==> src/rtl/cpu_pkg.sv <==
// Shared datapath constants for the MIPS core.
package cpu_pkg;

  localparam int unsigned XLEN = 32;
  localparam logic [31:0] PC_RESET_VEC = 32'h0040_0030;

endpackage

==> src/rtl/mux_n.sv <==
// Generic N-way binary-select mux over a flattened input bus.
// It flags out-of-range select codes instead of reporting them.
module mux_n #(
  parameter int unsigned WIDTH  = 32,
  parameter int unsigned NUM_IN = 4,
  localparam int unsigned SEL_W = $clog2(NUM_IN)
) (
  input  logic [NUM_IN*WIDTH-1:0] in_data_i,
  input  logic [SEL_W-1:0]        sel_i,
  output logic [WIDTH-1:0]        data_o,
  output logic                    illegal_o
);

  // An illegal code matches no channel, so the output falls back to zero.
  always_comb begin
    data_o    = '0;
    illegal_o = 1'b1;
    for (int k = 0; k < int'(NUM_IN); k++) begin
      if (sel_i == SEL_W'(k)) begin
        data_o    = in_data_i[k*WIDTH +: WIDTH];
        illegal_o = 1'b0;
      end
    end
  end

endmodule

==> src/rtl/pc_mux_reg.sv <==
// Next-PC source stage: selects one of NUM_IN candidates into a PC register
// with stall, flush, previous-value capture and sticky select-error flag.
module pc_mux_reg
  import cpu_pkg::*;
#(
  parameter int unsigned WIDTH     = XLEN,
  parameter int unsigned NUM_IN    = 4,
  parameter logic [31:0] RESET_VEC = PC_RESET_VEC,
  localparam int unsigned SEL_W    = $clog2(NUM_IN)
) (
  input  logic                    clk,
  input  logic                    rst_n,
  input  logic [NUM_IN*WIDTH-1:0] in_data,
  input  logic [SEL_W-1:0]        sel,
  input  logic                    load_en,
  input  logic                    flush,
  input  logic                    err_clr,
  output logic [WIDTH-1:0]        out,
  output logic [WIDTH-1:0]        out_prev,
  output logic                    out_valid,
  output logic                    sel_err
);

  localparam logic [WIDTH-1:0] RST_V = WIDTH'(RESET_VEC);

  logic [WIDTH-1:0] mux_data;
  logic             mux_illegal;
  logic [WIDTH-1:0] out_q, out_d;
  logic [WIDTH-1:0] prev_q, prev_d;
  logic             valid_q, valid_d;
  logic             err_q, err_d;

  mux_n #(
    .WIDTH (WIDTH),
    .NUM_IN(NUM_IN)
  ) u_mux (
    .in_data_i(in_data),
    .sel_i    (sel),
    .data_o   (mux_data),
    .illegal_o(mux_illegal)
  );

  // Flush outranks load; an illegal load only raises the error and never
  // disturbs the PC. Set beats clear when both land on the same edge.
  always_comb begin
    out_d   = out_q;
    prev_d  = prev_q;
    valid_d = valid_q;
    err_d   = err_q;
    if (flush) begin
      out_d   = RST_V;
      prev_d  = out_q;
      valid_d = 1'b1;
    end else if (load_en && !mux_illegal) begin
      out_d   = mux_data;
      prev_d  = out_q;
      valid_d = 1'b1;
    end
    if (load_en && !flush && mux_illegal) begin
      err_d = 1'b1;
    end else if (err_clr) begin
      err_d = 1'b0;
    end
  end

  always_ff @(posedge clk or negedge rst_n) begin
    if (!rst_n) begin
      out_q   <= RST_V;
      prev_q  <= RST_V;
      valid_q <= 1'b0;
      err_q   <= 1'b0;
    end else begin
      out_q   <= out_d;
      prev_q  <= prev_d;
      valid_q <= valid_d;
      err_q   <= err_d;
    end
  end

  assign out       = out_q;
  assign out_prev  = prev_q;
  assign out_valid = valid_q;
  assign sel_err   = err_q;

endmodule

==> config.mk <==
export PLATFORM = sky130hd
export DESIGN_NAME = pc_mux_reg
export DESIGN_NICKNAME = d
export VERILOG_FILES = /design/src/rtl/cpu_pkg.sv /design/src/rtl/mux_n.sv /design/src/rtl/pc_mux_reg.sv
export SDC_FILE = /design/constraint.sdc
export NUM_CORES = 1
export LEC_CHECK = 0
export ABC_AREA = 1
export ABC_CLOCK_PERIOD_IN_PS = 930
export BUFFER_PORTS_ARGS = -buffer_cell sky130_fd_sc_hd__buf_4
export CORE_AREA = 2 2 139 73
export CTS_BUF_LIST = sky130_fd_sc_hd__clkbuf_8
export DETAILED_ROUTE_END_ITERATION = 8
export DIE_AREA = 0 0 141 75
export GPL_TIMING_DRIVEN = 0
export PLACE_DENSITY = 0.72
export SLEW_MARGIN = 15
export SYNTH_ARGS = -nofsm -noshare
export SYNTH_HDL_FRONTEND = slang
export SYNTH_HIERARCHICAL = 1
export SYNTH_SLANG_ARGS = --single-unit
==> constraint.sdc <==
create_clock -name clk -period 0.93 [get_ports clk]
set_input_delay 0.0465 -clock clk [delete_from_list [all_inputs] [get_ports clk]]
set_output_delay 0.0465 -clock clk [all_outputs]
set_load 0.1 [all_outputs]
### Word-level counts from Yosys, hierarchy flattened

Cells that the tools add are included.

| storage, ports and cells | value |
|---|---|
| register bits after elaboration | 66 |
| bits of input ports | 135 |
| output and inout bits | 66 |
| logic and storage cells | 31 |

| cells by class | value |
|---|---|
| equality and inequality tests | 3 |
| multiplexer cells | 16 |
| reduce and logical (&&, ||, !) cells | 8 |

Operators by type and width:

| cell | number |
|---|---|
| $mux 32 | 8 |
| $mux 1 | 8 |
| $eq 2x2->1 const B | 2 |
| $reduce_bool 2->1 | 2 |
| $logic_and 1x1->1 | 3 |
| $eq 2x1->1 const B | 1 |
| $logic_not 1->1 | 2 |
| $logic_not 2->1 | 1 |

### Logic depth before layout (Yosys ltp)

Gate-level depths: netlist (run 1).

| depth | value |
|---|---|
| depth after elaboration | 9 |
| depth in mapped cells | 7 |
| gate-level depth less buffers | 5 |

### By module

The synthesis (run 1) kept the hierarchy.

By module, submodules not included:

| module | instances | cells an instance | area each (µm²) | seq. area each (µm²) |
|---|---|---|---|---|
| pc_mux_reg | 1 | 291 | 2,693.8 | 1,659.1 |
| mux_n | 1 | 188 | 979.7 | 0.0 |

### Worst setup path before layout (run 1)

Ideal clock, no wire load.

| timing path | value |
|---|---|
| path kind | register to register |
| start | reg out[0] (netlist name) |
| end | reg out_q[0], in the netlist out[0] |
| setup time | 68 ps |
| arrival | 1,145 ps |
| required time | 862 ps |
| setup slack | -283 ps |
| cell stages (with the launch flop) | 3 |
| path buffers | 0 |
| clock period less this slack | 1,213 ps |
| cells stage by stage | dfrtp_1 nand3_1 nand2_1 |

RTL lines:

| item | line | source |
|---|---|---|
| end signal, assigned | pc_mux_reg.sv:73 | `out_q <= out_d;` |
| end, declared | pc_mux_reg.sv:28 | `logic [WIDTH-1:0] out_q, out_d;` |

### Final worst setup path (run 1)

| timing path | value |
|---|---|
| start | reg out_q[4], in the netlist out[4] |
| end | out out[4] |

RTL lines:

| item | line | source |
|---|---|---|
| end, declared | pc_mux_reg.sv:18 | `output logic [WIDTH-1:0] out,` |

No word-level cell between the ends.

==> results of run 1 <==
## timing repair
item | CTS | global route
buffers inserted | 40 | 7
gates resized for setup | 186 | 44
endpoints found under the hold margin | 63 | 60
pin swaps | 0 | 12
endpoints found under the setup margin | 66 | 86
## cells in the final DEF, fill, tap and decap left out, types with 3 or more instances in the layout
cell type	n
dfstp_4	6
dfrtp_2	30
inv_2	3
nand2_1	124
nand2_2	6
buf_4	190
dfrtp_4	30
clkbuf_1	3
clkbuf_8	11
buf_2	16
nand3_1	177
buf_6	16
buf_12	65
dlygate4sd3_1	3
inv_1	4
nand4_1	32
nand3_2	16
## cells by family (layout without fill, tap and decap cells)
logic type      after synthesis  count (layout)  share of synthesized area
compound gates                1               1                    0.00136
buf+inv                      53             317                     0.0896
flops                        66              66                      0.452
other cells                   1               1                    0.00102
simple gates                358             358                      0.456
## worst reg2reg max path: stages, from the launching register on
cell,delay (ns)
dfrtp_4,0.51
buf_6,0.13
buf_6,0.11
nand2_2,0.05
nand2_1,0.08
## cells in the mapped netlist (all sizes together)
cell    count  area share
nand3b      1      0.0020
dfstp       6       0.043
buf        44       0.080
o21ai       1      0.0014
clkinv      1      0.0010
dfrtp      60        0.41
clkbuf      3      0.0031
nand2     130        0.13
nand3     193        0.26
nand4      32       0.054
conb        1      0.0010
inv         5      0.0051
nor2        2      0.0034
## area by class of cell
| type | instances | area, µm² |
|---|---|---|
| Fill cell | 608 | 2270 |
| Buffer | 47 | 309 |
| Sequential cell | 66 | 1830 |
| Multi-Input combinational cell | 360 | 1780 |
| Timing Repair Buffer | 249 | 2750 |
| Clock buffer | 11 | 151 |
| Inverter | 6 | 22.5 |
| Tap cell | 121 | 151 |
| Clock inverter | 4 | 20.0 |
## final timing paths
| path | startpoint | cells past startpoint | to | slack, ns |
|---|---|---|---|---|
| max | out[4] | 1 | out[4] | -0.31 |
| min | rst_n | 1 | out_prev[25] | -0.20 |
| max reg2reg | out[25] | 4 | out_prev[25] | -0.08 |
| min reg2reg | out_prev[8] | 2 | out_prev[8] | 0.56 |
| max in group asynchronous | rst_n | 1 | out[12] | 0.49 |
| min in group clk | in_data[20] | 5 | out[20] | 0.05 |
## through the flow
stage	hold WS, ns	TNS (ns)
finish	-0.197	-8.69
global route	-0.131	-10.14
CTS	-0.177	-8.09
detailed placement	0.195	-6.06
global placement	0.193	-5.12
floorplan	-0.249	-0.276
## per-layer routing
metal | vias up | share of wire | global-route usage
met3 | 37 | 0.10 | 0.0776
met2 | 333 | 0.47 | 0.502
met4 | 0 | 0.019 | 0.0833
met1 | 2381 | 0.40 | 0.421
li1 | 2176 | - | -
met5 | - | 0 | 0
## registers in the layout (all words and copies together), names as in the netlist
name       cells
out_prev      32
out           32
sel_err        1
out_valid      1
## where the power goes
group	total, µW	internal (µW)	switching (µW)	leakage [µW]
Combinational	3740	1480	2250	0.00251
Sequential	3350	3130	222	0.000778
Clock	2210	1080	1140	0.0000938
==> results by group, run 1 <==
Floorplanning
  – IO Count: 201
  – Die X: 141 µm
  – Placeable core area: 9290 µm²
  – # rows: 25
  – Die ar.: 10600 µm²
  – Chip Height: 75 µm
  – Initial cell density of the core: 0.395

Power
  – Pwr/cell area: 1330 nW/µm²
  – Worst IR drop on VDD: 0.735 mV
  – Total Power: 9300 µW
  – Pleak: 0.00338 µW

Timing
  – Hold Fails Final Rpt: 60
  – Clock period minus worst slack: 1.24 ns
  – Least-Margin Pin Slew: 0.847 ns
  – Fraction of the cycle the final worst path needs: 1.33
  – Worst hold slack: -0.197 ns
  – RSZ-0062 raised after global routing: yes
  – Clock Skew: 0.00796 ns
  – Post-layout worst setup margin: -0.307 ns
  – Fmax: 809 MHz
  – Slew headroom: 0.436
  – Setup-violating endpoint count in the final report: 79
  – Final Max Tran Viols: 0

Clocking
  – Clk buf depth: 2
  – CTS root buf: clkbuf_8
  – Clock-pin transition on the worst setup and hold timing paths: 0.08 ns
  – Number of hold buffers added after CTS: 3
  – TritonCTS clock tree: done
  – H-tree levels: 3
  – Sink Count: 66
  – Clock Latency Late Sink: 0.35 ns
  – CTS buffer count: 9

Hold path
  – Hold/Removal Path Class: in2async

Finish
  – Post-layout util: 0.755
  – Area Growth Syn to Fin: 91.0%
  – Fin cells: 864
  – Antenna Cells: 0
  – # nets final: 874
  – Design Area, Final: 7020 µm²
  – Share of cells above drive strength 1: 0.532

Critical path
  – CP Data Arrival Time: 1.19 ns
  – Crit path max-delay family: flip-flops
  – WP buf/inv: 1
  – Cell Chain, Critical Path: buf_12
  – Startpoint types: flop
  – Crit. End Element: output port
  – CP Data Required Time: 0.88 ns
  – Crit Path Class: reg2out
  – Slowest CP cell: dfstp_4
  – CP Max Fanout: 2
  – Crit path largest cell delay: 0.66 ns

Drt
  – Via count: 4927
  – Post-DR wirelength/cell: 20.5 µm
  – Via density: 5.70
  – DRC viols: 0
  – Post-route ant nets: 0
  – 1st-iter DRT viols: 472
  – Routed Wire Length: 17700 µm
  – First drt pass iteration count: 7

Yosys
  – Synthesized Nets: 614
  – Cell count after synthesis: 479
  – Post-synthesis sequential area ratio: 0.452
  – Mean post-synth cell area: 7.67 µm²
  – Synthesized area: 3670 µm²
  – Ys Warns: 6
  – Yosys reg bits: 66
  – Synth unique cells: 18

Placed design
  – Routability cong.: 0.897
  – Placed cell areas: 5510 µm²
  – Port buffer count: 200
  – Place WS: -0.280 ns
  – # placed instances: 800
  – Detailed Place HPWL: 10900 µm

GRT
  – GRT Total Usage: 0.309
  – First-pass GRT wire length: 24700 µm
  – Initial antenna violation count: 0
  – Largest net degree at the start of global routing: 67
  – GRT overflow: 0
  – Vias in the first global route: 4535

Job
  – Max_cap viols: 0

Status
  – Status: finished with violations
  – Failing checks: hold timing, setup timing
(Power assumes the default switching activity.)
==> run 2, diff against run 1 <==
--- a/config.mk
+++ b/config.mk
@@ -6,7 +6,7 @@
 export NUM_CORES = 1
 export LEC_CHECK = 0
 export ABC_AREA = 1
-export ABC_CLOCK_PERIOD_IN_PS = 930
+export ABC_CLOCK_PERIOD_IN_PS = 1250
 export BUFFER_PORTS_ARGS = -buffer_cell sky130_fd_sc_hd__buf_4
 export CORE_AREA = 2 2 139 73
 export CTS_BUF_LIST = sky130_fd_sc_hd__clkbuf_8
==> constraint.sdc (replaced) <==
create_clock -name clk -period 1.25 [get_ports clk]
set_input_delay 0.0625 -clock clk [delete_from_list [all_inputs] [get_ports clk]]
set_output_delay 0.0625 -clock clk [all_outputs]
set_load 0.1 [all_outputs]
==> run 2 against run 1 <==
  * The flow now finishes without violations
  * Sequential share of layout area up 3.9 points
  * Count of clock-buffer cells in the layout unchanged
  * Final area down 21%
  * Hold slack better by 0.23 ns
  * Highest routed layer unchanged
==> results by group, run 2 (synthesis results as in run 1) <==
Status
  – Status: completed (was finished with violations)

Drt
  – Routed Wire Length: 13800 µm (was 17700 µm)
  – DRC viols: 0 (unchanged)
  – First drt pass iteration count: 5 (was 7)
  – Post-DR wirelength/cell: 16.9 µm (was 20.5 µm)
  – 1st-iter DRT viols: 400 (was 472)
  – Via density: 5.35 (was 5.70)
  – Via count: 4373 (was 4927)
  – Post-route ant nets: 0 (unchanged)

Finish
  – Commonest non-fill, non-tap cell in the layout: buf_4 (unchanged)
  – # nets final: 827 (was 874)
  – Area Growth Syn to Fin: 50.5% (was 91.0%)
  – FILL cells: 875 (was 608)
  – Antenna Cells: 0 (unchanged)
  – Sequential Area: 1660 µm² (was 1830 µm²)
  – Multi-input logic area: 1690 µm² (was 1780 µm²)
  – Post-layout util: 0.595 (was 0.755)
  – Share of cells above drive strength 1: 0.386 (was 0.532)
  – Most frequent cells in the layout: 220 x buf_4, 193 x nand3_1, 129 x nand2_1, 60 x dfrtp_1, 32 x nand4_1 (was 190 x buf_4, 177 x nand3_1, 124 x nand2_1, 65 x buf_12, 32 x nand4_1)

Timing
  – Final TNS setup: 0 ns (was -8.69 ns)
  – RSZ-0062 raised after global routing: no (was yes)
  – Final Max Tran Viols: 0 (unchanged)
  – Least-Margin Pin Slew: 0.805 ns (was 0.847 ns)
  – Fraction of the cycle the final worst path needs: 0.975
  – Hold Fails Final Rpt: 0 (was 60)
  – Fmax: 821 MHz
  – Clock Skew: 0.00426 ns (was 0.00796 ns)
  – Clock period minus worst slack: 1.22 ns
  – Worst hold slack: 0.0299 ns (was -0.197 ns)
  – Setup-violating endpoint count in the final report: 0 (was 79)
  – Slew headroom: 0.463 (was 0.436)

Critical path
  – CP Max Fanout: 3 (was 2)
  – Crit path largest cell delay: 0.58 ns (was 0.66 ns)
  – CP Data Arrival Time: 1.16 ns (was 1.19 ns)
  – WP buf/inv: 1 (unchanged)
  – Crit Path Class: reg2out (unchanged)
  – Crit path max-delay family: flip-flops (unchanged)
  – CP Data Required Time: 1.19 ns (was 0.88 ns)
  – Cell Chain, Critical Path: buf_6 (was buf_12)
  – Slowest CP cell: dfstp_2 (was dfstp_4)
  – Crit. End Element: output port (unchanged)
  – Startpoint types: flop (unchanged)

Clocking
  – Clock Latency Late Sink: 0.33 ns (was 0.35 ns)
  – Clk buf depth: 2 (unchanged)
  – TritonCTS clock tree: done (unchanged)
  – Sink Count: 66 (unchanged)
  – Clock-pin transition on the worst setup and hold timing paths: 0.06 ns (was 0.08 ns)
  – CTS buffer count: 9 (unchanged)
  – H-tree levels: 3 (unchanged)
  – CTS root buf: clkbuf_8 (unchanged)

GRT
  – Initial antenna violation count: 0 (unchanged)
  – First-pass GRT wire length: 20500 µm (was 24700 µm)
  – GRT overflow: 0 (unchanged)
  – Vias in the first global route: 3770 (was 4535)
  – Largest net degree at the start of global routing: 67 (unchanged)
  – GRT Total Usage: 0.253 (was 0.309)

Floorplanning
  – Die ar.: 10600 µm² (unchanged)
  – Die X: 141 µm (unchanged)
  – Chip Height: 75 µm (unchanged)
  – IO Count: 201 (unchanged)
  – Initial cell density of the core: 0.395 (unchanged)
  – # rows: 25 (unchanged)
  – Placeable core area: 9290 µm² (unchanged)

Placed design
  – Port buffer count: 200 (unchanged)
  – Detailed Place HPWL: 10700 µm (was 10900 µm)
  – Routability cong.: 0.946 (was 0.897)

Hold path
  – Hold/Removal Path Class: in2reg (was in2async)

Power
  – Pleak: 0.00300 µW (was 0.00338 µW)
  – Net Sw Power: 2380 µW (was 3610 µW)
  – Clock power share: 0.252 (was 0.238)
  – Int Pwr: 3730 µW (was 5690 µW)
  – Worst IR drop on VDD: 0.476 mV (was 0.735 mV)
  – Pwr/cell area: 1110 nW/µm² (was 1330 nW/µm²)
  – Seq pwr share: 0.389 (was 0.360)
  – Switching fraction of total power: 0.389 (was 0.388)
  – Combinational share of power: 0.359 (was 0.402)

Job
  – Max_cap viols: 0 (unchanged)
## run 2: cell types whose count changed in the layout (fill, tap and decap cells not counted), sizes merged
| cell | delta |
|---|---|
| clkinv | +2 |
| buf | -45 |
| clkinvlp | -1 |
| dlygate4sd3 | -1 |
| clkbuf | -1 |
| inv | -1 |
## run 2: path summary, 6_finish.rpt
| check | startpoint | end | slack, ns | depth (start not counted) |
|---|---|---|---|---|
| setup / recovery | out[5] | out[5] | 0.03 | 1 |
| hold / removal | load_en | out[22] | 0.03 | 3 |
| setup reg to reg | out[5] | out[5] | 0.47 | 2 |
| hold reg to reg | out_valid | out_valid | 0.48 | 1 |
| max in group asynchronous | rst_n | out_prev[8] | 0.32 | 2 |
| min in group asynchronous | rst_n | out[19] | 0.41 | 2 |
## run 2: power groups by stage
stage	sequential (µW)	clock, µW	combinational (µW)
after floorplan	3320	0	492
after global placement	2410	0	2170
after detailed placement	2410	0	2180
after CTS	2370	1570	2190
after global routing	2390	1660	2300
final	2370	1540	2200
## run 2: worst reg2reg max path, delay by kind of cell (launching register included)
family | cells | cell delay (ns)
flops | 1 | 0.58
simple gates | 2 | 0.14
## run 2: per-stage QoR
step | setup WS (ns) | instances | area, µm² | power [µW]
4_1_cts | 0.00968 | 817 | 5520 | 6140
3_3_place_gp | 0.0507 | 800 | 5330 | 4580
6_report | 0.0316 | 817 | 5530 | 6110
5_1_grt | 0.00794 | 817 | 5530 | 6350
2_1_floorplan | 0.0374 | 479 | 3670 | 3810
3_5_place_dp | 0.0329 | 800 | 5330 | 4590
## run 2: final cells by class
cell class / instances / area share
well taps: 121 / 0.0274
flip-flops and latches: 66 / 0.300
clock buffers: 11 / 0.0274
repair buffers: 202 / 0.277
plain buffers: 47 / 0.0555
multi-input cells: 360 / 0.305
inverters: 6 / 0.00407
clock inverters: 4 / 0.00340
## run 2: metal layers
layer	up-vias	routed length [µm]	part of all wire	GRT usage
met5	-	0	0	0
met4	0	196	0.014	0.0633
met3	21	1170	0.084	0.0382
met2	213	6250	0.45	0.385
met1	2054	6230	0.45	0.382
li1	2085	-	-	-
## run 2: timing repair
action	CTS	global route
gates resized for setup	2	1
endpoints found under the setup margin	2	1
endpoints found under the hold margin	61	0
buffers inserted	0	0
hold buffers	2	0
